**config.mk**
```make
export PLATFORM = sky130hd
export DESIGN_NAME = uart_rx_fifo_ext
export DESIGN_NICKNAME = d
export VERILOG_FILES = /design/src/rtl/uart_pkg.sv /design/src/rtl/uart_sync_fifo.sv /design/src/rtl/uart_rx_fifo_ext.sv
export SDC_FILE = /design/constraint.sdc
export NUM_CORES = 1
export LEC_CHECK = 0
export BUFFER_PORTS_ARGS = -buffer_cell sky130_fd_sc_hd__buf_2
export CORE_ASPECT_RATIO = 1.25
export CORE_MARGIN = 2
export CORE_UTILIZATION = 50
export CTS_BUF_LIST = sky130_fd_sc_hd__clkbuf_8
export DETAILED_ROUTE_END_ITERATION = 7
export PLACE_DENSITY = 0.78
export SLEW_MARGIN = 20
export SYNTH_ARGS = -nofsm -noshare
export SYNTH_HDL_FRONTEND = slang
export SYNTH_SLANG_ARGS = --single-unit
```
**constraint.sdc**
```tcl
create_clock -name clk_in -period 5.22 [get_ports clk_in]
set_input_delay 0.261 -clock clk_in [delete_from_list [all_inputs] [get_ports clk_in]]
set_output_delay 0.261 -clock clk_in [all_outputs]
set_load 0.01 [all_outputs]
```
**src/rtl/uart_pkg.sv**
```systemverilog
// Shared definitions for the parametrised UART receiver.
// Holds the parity mode encodings, the receiver state type and the helper
// that computes the mid-bit count used for sampling.
package uart_pkg;

    localparam int PAR_NONE = 0;
    localparam int PAR_EVEN = 1;
    localparam int PAR_ODD  = 2;

    typedef enum logic [2:0] {
        ST_WAIT_IDLE,
        ST_IDLE,
        ST_START,
        ST_DATA,
        ST_PARITY,
        ST_STOP
    } rx_state_t;

    function automatic int half_of(input int clks_per_bit);
        return clks_per_bit / 2;
    endfunction

endpackage

```
**src/rtl/uart_sync_fifo.sv**
```systemverilog
// Generic show-ahead synchronous FIFO.
// Ports:
//   i_clk, i_rst  - clock, synchronous active-high reset
//   i_push/i_data - write request and word
//   i_pop         - read request; head advances on the next cycle
//   o_data        - head word (zero while empty)
//   o_full/o_empty/o_count - occupancy status
// A push while full is accepted only when a pop happens in the same cycle.
module uart_sync_fifo #(
    parameter int WIDTH = 10,
    parameter int DEPTH = 4
) (
    input  logic                          i_clk,
    input  logic                          i_rst,
    input  logic                          i_push,
    input  logic [WIDTH-1:0]              i_data,
    input  logic                          i_pop,
    output logic [WIDTH-1:0]              o_data,
    output logic                          o_full,
    output logic                          o_empty,
    output logic [$clog2(DEPTH+1)-1:0]    o_count
);
    localparam int AW  = $clog2(DEPTH);
    localparam int CNW = $clog2(DEPTH+1);

    logic [WIDTH-1:0] r_mem [DEPTH];
    logic [AW-1:0]    r_wr_ptr;
    logic [AW-1:0]    r_rd_ptr;
    logic [CNW-1:0]   r_count;
    logic             w_full;
    logic             w_empty;
    logic             w_do_push;
    logic             w_do_pop;

    assign w_full    = (r_count == CNW'(DEPTH));
    assign w_empty   = (r_count == '0);
    assign w_do_pop  = i_pop && !w_empty;
    assign w_do_push = i_push && (!w_full || i_pop);

    always_ff @(posedge i_clk) begin
        if (w_do_push) begin
            r_mem[r_wr_ptr] <= i_data;
        end
    end

    always_ff @(posedge i_clk) begin
        if (i_rst) begin
            r_wr_ptr <= '0;
            r_rd_ptr <= '0;
            r_count  <= '0;
        end else begin
            if (w_do_push) begin
                r_wr_ptr <= r_wr_ptr + 1'b1;
            end
            if (w_do_pop) begin
                r_rd_ptr <= r_rd_ptr + 1'b1;
            end
            case ({w_do_push, w_do_pop})
                2'b10:   r_count <= r_count + 1'b1;
                2'b01:   r_count <= r_count - 1'b1;
                default: r_count <= r_count;
            endcase
        end
    end

    // Memory is not reset, so the head is masked while empty.
    assign o_data  = w_empty ? '0 : r_mem[r_rd_ptr];
    assign o_full  = w_full;
    assign o_empty = w_empty;
    assign o_count = r_count;

endmodule

```
**src/rtl/uart_rx_fifo_ext.sv**
```systemverilog
// Parametrised UART receiver with 3-sample majority voting, parity/framing/
// overrun/break detection and a buffered valid/ready output.
// Ports:
//   clk_in, rst_in      - system clock, synchronous active-high reset
//   rx_in               - asynchronous serial line, idle high
//   rx_data_out/rx_valid_out/rx_ready_in - head-of-FIFO word handshake
//   parity_err_out, frame_err_out        - error flags of the head word
//   overrun_out, break_out               - one-cycle event pulses
//   fifo_count_out      - FIFO occupancy
module uart_rx_fifo_ext
    import uart_pkg::*;
#(
    parameter int CLKS_PER_BIT = 142,
    parameter int DATA_BITS    = 8,
    parameter int PARITY       = 0,
    parameter int STOP_BITS    = 1,
    parameter int FIFO_DEPTH   = 4
) (
    input  logic                             clk_in,
    input  logic                             rst_in,
    input  logic                             rx_in,
    output logic [DATA_BITS-1:0]             rx_data_out,
    output logic                             rx_valid_out,
    input  logic                             rx_ready_in,
    output logic                             parity_err_out,
    output logic                             frame_err_out,
    output logic                             overrun_out,
    output logic                             break_out,
    output logic [$clog2(FIFO_DEPTH+1)-1:0]  fifo_count_out
);
    localparam int HALF = half_of(CLKS_PER_BIT);
    localparam int CW   = $clog2(CLKS_PER_BIT);
    localparam int IW   = $clog2(DATA_BITS);
    localparam int WW   = DATA_BITS + 2;
    localparam bit HAS_PARITY = (PARITY != PAR_NONE);

    localparam logic [CW-1:0] C_S0  = CW'(HALF - 1);
    localparam logic [CW-1:0] C_S1  = CW'(HALF);
    localparam logic [CW-1:0] C_DEC = CW'(HALF + 1);
    localparam logic [CW-1:0] C_END = CW'(CLKS_PER_BIT - 1);
    localparam logic [IW-1:0] I_LAST_DATA = IW'(DATA_BITS - 1);
    localparam logic [IW-1:0] I_LAST_STOP = IW'(STOP_BITS - 1);

    rx_state_t r_state;
    rx_state_t w_next;

    logic                 r_sync1;
    logic                 r_sync2;
    logic                 r_rx_prev;
    logic [1:0]           r_settle;
    logic [CW-1:0]        r_bit_cnt;
    logic [IW-1:0]        r_bit_idx;
    logic                 r_s0;
    logic                 r_s1;
    logic [DATA_BITS-1:0] r_shift;
    logic                 r_par_bit;
    logic                 r_perr;
    logic                 r_ferr;
    logic                 r_push;
    logic [WW-1:0]        r_push_word;
    logic                 r_break;
    logic                 r_overrun;

    logic                 w_rx;
    logic                 w_settled;
    logic                 w_at_s0;
    logic                 w_at_s1;
    logic                 w_at_dec;
    logic                 w_at_end;
    logic                 w_vote;
    logic                 w_par_exp;
    logic                 w_break_hit;
    logic                 w_frame_done;
    logic                 w_pop;
    logic                 w_full;
    logic                 w_empty;
    logic [WW-1:0]        w_head;
    logic [$clog2(FIFO_DEPTH+1)-1:0] w_count;

    assign w_rx      = r_sync2;
    // Synchronizer flops reset high, so the real line level is only known
    // a couple of cycles after reset; a line held low must not look idle.
    assign w_settled = (r_settle == 2'd3);
    assign w_at_s0   = (r_bit_cnt == C_S0);
    assign w_at_s1   = (r_bit_cnt == C_S1);
    assign w_at_dec  = (r_bit_cnt == C_DEC);
    assign w_at_end  = (r_bit_cnt == C_END);
    assign w_vote    = (r_s0 & r_s1) | (r_s0 & w_rx) | (r_s1 & w_rx);
    assign w_par_exp = (PARITY == PAR_EVEN) ? ^r_shift : ~^r_shift;

    assign w_break_hit  = (r_state == ST_STOP) && w_at_dec && (r_bit_idx == '0) &&
                          !w_vote && (r_shift == '0) && (!HAS_PARITY || !r_par_bit);
    assign w_frame_done = (r_state == ST_STOP) && w_at_dec &&
                          (r_bit_idx == I_LAST_STOP) && !w_break_hit;

    always_ff @(posedge clk_in) begin
        if (rst_in) begin
            r_state <= ST_WAIT_IDLE;
        end else begin
            r_state <= w_next;
        end
    end

    always_comb begin
        w_next = r_state;
        case (r_state)
            ST_WAIT_IDLE: if (w_settled && w_rx) w_next = ST_IDLE;
            ST_IDLE:      if (r_rx_prev && !w_rx) w_next = ST_START;
            ST_START: begin
                if (w_at_dec && w_vote) w_next = ST_IDLE;
                else if (w_at_end)      w_next = ST_DATA;
            end
            ST_DATA: begin
                if (w_at_end && (r_bit_idx == I_LAST_DATA)) begin
                    w_next = HAS_PARITY ? ST_PARITY : ST_STOP;
                end
            end
            ST_PARITY:    if (w_at_end) w_next = ST_STOP;
            ST_STOP: begin
                if (w_break_hit)       w_next = ST_WAIT_IDLE;
                else if (w_frame_done) w_next = ST_IDLE;
            end
            default:      w_next = ST_WAIT_IDLE;
        endcase
    end

    always_ff @(posedge clk_in) begin
        if (rst_in) begin
            r_sync1     <= 1'b1;
            r_sync2     <= 1'b1;
            r_rx_prev   <= 1'b1;
            r_settle    <= '0;
            r_bit_cnt   <= '0;
            r_bit_idx   <= '0;
            r_s0        <= 1'b0;
            r_s1        <= 1'b0;
            r_shift     <= '0;
            r_par_bit   <= 1'b0;
            r_perr      <= 1'b0;
            r_ferr      <= 1'b0;
            r_push      <= 1'b0;
            r_push_word <= '0;
            r_break     <= 1'b0;
            r_overrun   <= 1'b0;
        end else begin
            r_sync1   <= rx_in;
            r_sync2   <= r_sync1;
            r_rx_prev <= w_rx;
            if (!w_settled) begin
                r_settle <= r_settle + 2'd1;
            end

            case (r_state)
                ST_START, ST_DATA, ST_PARITY, ST_STOP:
                    r_bit_cnt <= w_at_end ? '0 : r_bit_cnt + 1'b1;
                default:
                    r_bit_cnt <= '0;
            endcase

            if (w_next != r_state) begin
                r_bit_idx <= '0;
            end else if (w_at_end && (r_state == ST_DATA || r_state == ST_STOP)) begin
                r_bit_idx <= r_bit_idx + 1'b1;
            end

            if (w_at_s0) r_s0 <= w_rx;
            if (w_at_s1) r_s1 <= w_rx;

            if (r_state == ST_IDLE) begin
                r_par_bit <= 1'b0;
                r_perr    <= 1'b0;
                r_ferr    <= 1'b0;
            end else if (w_at_dec) begin
                case (r_state)
                    ST_DATA:   r_shift <= {w_vote, r_shift[DATA_BITS-1:1]};
                    ST_PARITY: begin
                        r_par_bit <= w_vote;
                        r_perr    <= (w_vote != w_par_exp);
                    end
                    ST_STOP:   if (!w_vote) r_ferr <= 1'b1;
                    default:   ;
                endcase
            end

            r_push  <= w_frame_done;
            r_break <= w_break_hit;
            if (w_frame_done) begin
                // The last stop bit's vote is folded in here, it has not reached r_ferr yet.
                r_push_word <= {r_ferr | ~w_vote, r_perr, r_shift};
            end
            r_overrun <= r_push && w_full && !w_pop;
        end
    end

    assign w_pop = !w_empty && rx_ready_in;

    uart_sync_fifo #(
        .WIDTH (WW),
        .DEPTH (FIFO_DEPTH)
    ) u_fifo (
        .i_clk   (clk_in),
        .i_rst   (rst_in),
        .i_push  (r_push),
        .i_data  (r_push_word),
        .i_pop   (w_pop),
        .o_data  (w_head),
        .o_full  (w_full),
        .o_empty (w_empty),
        .o_count (w_count)
    );

    assign rx_data_out    = w_head[DATA_BITS-1:0];
    assign rx_valid_out   = !w_empty;
    assign parity_err_out = HAS_PARITY ? w_head[DATA_BITS] : 1'b0;
    assign frame_err_out  = w_head[DATA_BITS+1];
    assign overrun_out    = r_overrun;
    assign break_out      = r_break;
    assign fifo_count_out = w_count;

endmodule
```
After elaboration in Yosys (flattened, before gate mapping). Memories as Yosys holds them, arrays and structs flattened. A register that Yosys moved wholly into a read port is not among the register bits. Index checks and enable logic that the tools add are counted. W data, S select, Z words.

Multiplexer cells: 15. Divide/modulo/power cells: 0. Shift operators: 0. Order comparisons: 0. $add $sub $neg: 7. Reduce and logical (&&, ||, !) cells: 36. Equality and inequality tests: 16. Multipliers: 0. Bitwise gates (word level): 9.

Operators by type and width (number): $eq A8 B7 Y1 const B (3); $mux W3 (8); $pmux W3 S6 (1); $logic_and A1 B1 Y1 (15); $eq A3 B3 Y1 const B (4); $mux W10 (1); $logic_not A3 Y1 (3); $add A8 B1 Y8 const B (1); $eq A8 B8 Y1 const B (1); $logic_not A8 Y1 (1); $reduce_xnor A8 Y1 (1); $add A2 B1 Y2 const B (3); $add A3 B1 Y3 const B (2); $eq A3 B2 Y1 const B (2); $logic_not A1 Y1 (6); $pmux W3 S2 (1); $reduce_and A3 Y1 (2); $eq A2 B2 Y1 const B (2); $mux W2 (2); $reduce_or A2 Y1 (2); $reduce_or A4 Y1 (1); $and A1 B1 Y1 (3); $eq A3 B1 Y1 const B (1); $ne A3 B3 Y1 (1); 10 further kinds (16).

Bits in latches: 0. Output and inout port bits: 16. Memory bits (writable): 40. Bits in read-only memories: 0. Input bits: 4. Register bits: 51. Memories: 1. Logic and storage cells: 103.

Memory list: u_fifo.r_mem (depth 4, bits a word 10, read ports 1, clocked after Yosys merged registers in 1, wr ports 1, RTL line uart_sync_fifo.sv:26) `logic [WIDTH-1:0] r_mem [DEPTH];`.

Longest topological paths before layout.
Depth in word-level cells: 13. Mapped depth: 9. Gate-level depth less buffers: 9.

Cells and area by module. Synthesis repeated with hierarchy kept, for this count alone.

Cells, all modules: 349. Area, all modules: 4207.8 µm².

Modules (own cells, without submodules): uart_rx_fifo_ext (instances 1, sequential area each 880.8 µm², cells each 232, area each 2192.1 µm²); uart_sync_fifo (instances 1, sequential area each 1381.3 µm², cells each 117, area each 2015.7 µm²).

Least setup slack after synthesis. No wires, ideal clock.

Kind: reg2reg. Start point: register u_fifo.r_count[0], in the netlist u_fifo.o_count[0]. End point: register u_fifo.r_count[2], in the netlist u_fifo.o_count[2]. Data required time: 5.149 ns. Period minus slack after synthesis: 2.422 ns. Setup slack: 2.798 ns. Setup time: 0.071 ns. Path buffers: 0. Cell stages (with the launch flop): 10. Arrival time: 2.351 ns. Path through: dfxtp_1 -> or4b_1 -> and2_1 -> inv_2 -> ha_1 -> inv_1 -> fa_1 -> xor2_1 -> or3_1 -> a21oi_1.

Cells in the longest elaborated chain, start to end: 7. Elaborated cells between the ends (all ways): 14. Classes of those cells: add/sub (2); eq/ne (3); mux (1); reduce/logical (8).

RTL lines: start, declared (RTL line uart_sync_fifo.sv:29) `logic [CNW-1:0] r_count;`; start signal, assigned (RTL line uart_sync_fifo.sv:59) `2'b10: r_count <= r_count + 1'b1;`; start signal, assigned (RTL line uart_sync_fifo.sv:60) `2'b01: r_count <= r_count - 1'b1;`; start signal, assigned (RTL line uart_sync_fifo.sv:61) `default: r_count <= r_count;`; $logic_not A3 Y1 (RTL line uart_sync_fifo.sv:36) `assign w_empty = (r_count == '0);`; $logic_not A1 Y1 (RTL line uart_sync_fifo.sv:37, uart_rx_fifo_ext.sv:195); $logic_and A1 B1 Y1 (RTL line uart_rx_fifo_ext.sv:195) `assign w_pop = !w_empty && rx_ready_in;`; $logic_or A1 B1 Y1 (RTL line uart_sync_fifo.sv:38) `assign w_do_push = i_push && (!w_full || i_pop);`; $logic_and A1 B1 Y1 (RTL line uart_sync_fifo.sv:38); $eq A2 B1 Y1 / $eq A2 B2 Y1 (equally long branches) (RTL line uart_sync_fifo.sv:58) `case ({w_do_push, w_do_pop})`; $pmux W3 S2 / $reduce_bool A2 Y1 (equally long branches).

Parallel ways exist; a longest one is shown, timed or not. A chain may end at the register's enable or synchronous reset.

Final worst setup path. Ends and elaborated chain as after synthesis.

==> results.yml <==
placed_design:
  dp.cells: 404
  globalplace.congestion: 0.761
  io_buffer_count: 18
  dpl.hpwl_um: 4170
clocking:
  cts_resized: 0
  cts_root_buf: "clkbuf_8"
  clock_sinks: 87
  max-clock-path-buffers: 2
  post_cts_buffers: 0
  cts_made_buffers: 9
  h-tree-depth: 3
  clkTransAtPathRegs_ns: 0.09
  insertion_delay_ns: 0.34
  ctsHoldBuffers: 0
  cts_tree: "built"
global_route:
  grt_max_degree: 41
  use_met1_pct: 19.3
  grtUsageTotal_pct: 16.4
  grt-ovfl-total: 0
  grt_use_met3_pct: 4.59
  antenna_found_initial: 0
  grt_pass1_wl_um: 10100
  grt_pass1_vias: 2150
  use_met2_pct: 28.6
  busiest_layer: "met2"
final_layout:
  syn_to_final_growth_pct: 10.6
  final_layout_size_suffix_gt1_share_pct: 14.9
  layout_common_cells: "dfxtp_1, nor2_1, edfxtp_1"
  nets: 341
  antenna_cells: 0
  layoutNonFillerInstCount: 420
  final_common_cell: "dfxtp_1"
timing:
  setup_tns_ns: 0
  final.min_clock_period_ns: 2.57
  tightestPinTransition_ns: 0.711
  rsz0062_at_grt: "no"
  finalCritPeriodShare_pct: 49.2
  setup_viol_count_final: 0
  hold_viol: 0
  fmax_mhz: 389
  finClkSkew_ns: 0.00614
  drv_slew: 0
  slew_headroom_pct: 52.6
synth:
  synth_seq_area_share_pct: 56.8
  synth_edf_count: 36
  synth_area_um2: 3700
  synth-seq-cells: 87
  netlist_instances: 306
  yosysTopAreaCellShare_pct: 29.2
  synth_area_leaders: "edfxtp_1, dfxtp_1, mux4_2"
  synth_nets: 324
  ys_warn_count: 0
  synth.avg_cell_area_um2: 12.1
  synth_area_leader_cell: "edfxtp_1"
  netlist-cell-type-count: 49
  ys.flop_type: "dfxtp_1"
  ys_async_sr_fraction_pct: 0
floorplanning:
  num_io_pins: 20
  core_um2: 7270
  die_area_um2: 8110
  die_x_um: 80.9
  initial_utilization_pct: 50.9
  rows: 35
  die_height_um: 100
worst_setup_path:
  crit_type: "flip-flop to flip-flop"
  crit_arrival_ns: 2.85
  timing.rr.start: "u_fifo.o_count[0]"
  r2r_cells: 9
  worstPathRequired_ns: 5.50
  cp-startpoint: "u_fifo.o_count[0]"
  r2r_setup_slack_ns: 2.65
  worstSetupEndpointType: "flip-flop"
  crit_fanout: 6
  r2r_end: "u_fifo.o_count[2]"
  cp-start-kind: "flip-flop"
worst_hold_path:
  min_to: "r_sync1"
  hp-start: "rx_in"
  worstHoldPathType: "input pin to flip-flop"
  min_path_cells: 2
run_status:
  status: "complete, no violations"
routing:
  drc: 0
  drt-total-wl_um: 6090
  vias: 2283
  detail_route.iter0.violations: 144
  ant_nets: 0
  avgRoutedWirePerCell_um: 14.5
  via_per_inst: 5.44
  first_pass_iters: 5
pwr:
  power_density_nw_per_um2: 316
  peakVddDrop_uv: 150
  leakage_nw: 1.45
run:
  maxCapViolations: 0
worst max-delay path, stage by stage, from the launching register on:
cell and delay (ns):
dfxtp_1 0.35, or4b_1 0.63, and2_1 0.26, inv_2 0.08
ha_1 0.17, inv_1 0.06, fa_1 0.37, xor2_1 0.16
or3_1 0.30, a21oi_1 0.13
synthesized netlist by cell type, drive strengths merged, types with 8 or more instances:
cell type and number:
dfxtp 51, nor2 38, edfxtp 36, mux2i 19, ha 13, and2 12, inv 12, nand2 11
a21oi 10, mux4 9, nand3 8, xor2 8
area by class of cell:
cell class / instances / area (µm²)
Tap cell: 92 / 115
Sequential cell: 87 / 2100
Timing Repair Buffer: 18 / 90.1
Fill cell: 605 / 3180
Clock buffer: 9 / 124
Inverter: 12 / 45.0
Clock inverter: 7 / 120
Multi-Input combinational cell: 195 / 1500
through the flow:
stage / hold slack, ns / setup WS [ns] / total power [mW] / util (%) / cell area [µm²]
after floorplan: 0.358 / 2.80 / 0.748 / - / 3700
after global placement: 0.391 / 2.76 / 0.752 / 52.9 / 3850
final: 0.0949 / 2.65 / 1.29 / 56.3 / 4090
after CTS: 0.0806 / 2.64 / 1.31 / 56.3 / 4090
after global routing: 0.0754 / 2.51 / 1.34 / 56.3 / 4090
after detailed placement: 0.394 / 2.72 / 0.753 / 52.9 / 3850
worst max-delay path by stage:
stage,end,slack [ns],depth (start not counted)
2_1_floorplan,u_fifo.o_count[2],2.80,9
3_3_place_gp,u_fifo.o_count[2],2.76,9
3_5_place_dp,u_fifo.o_count[2],2.72,9
4_1_cts,u_fifo.o_count[2],2.64,9
5_1_grt,u_fifo.o_count[2],2.51,9
6_report,u_fifo.o_count[2],2.65,9
state kept, by name, summed over array words and instances, names as in the netlist, named ones only:
register / count
break_out: 1
overrun_out: 1
r_bit_cnt: 8
r_bit_idx: 3
r_ferr: 1
r_push: 1
r_push_word: 9
r_rx_prev: 1
r_s0: 1
r_s1: 1
r_settle: 2
r_shift: 8
r_state: 3
r_sync1: 1
r_sync2: 1
u_fifo.o_count: 3
u_fifo.r_mem: 36
u_fifo.r_rd_ptr: 2
u_fifo.r_wr_ptr: 2
metal layers:
layer | wire [µm] | share of wire [%]
met2 | 3180 | 52
met3 | 242 | 4.0
met1 | 2590 | 43
met4 | 75 | 1.2
met5 | 0 | 0
cell families (layout without fill, tap and decap cells):
group / Yosys count / count (layout) / synth area share, %
compound gates: 23 / 23 / 3.99
buf+inv: 24 / 46 / 2.74
flops: 87 / 87 / 56.8
other cells: 1 / 1 / 0.101
xor+xnor: 13 / 13 / 3.08
simple gates: 115 / 115 / 17.4
fa+ha+maj: 15 / 15 / 5.24
mux: 28 / 28 / 10.6
where the power goes:
group          switching [mW]  total [mW]  leakage, nW  internal [mW]
sequential            0.00444       0.711        0.745          0.706
clock                   0.235       0.556        0.126          0.320
combinational          0.0153      0.0258        0.581         0.0105
Power figures use the tool's default switching activity.
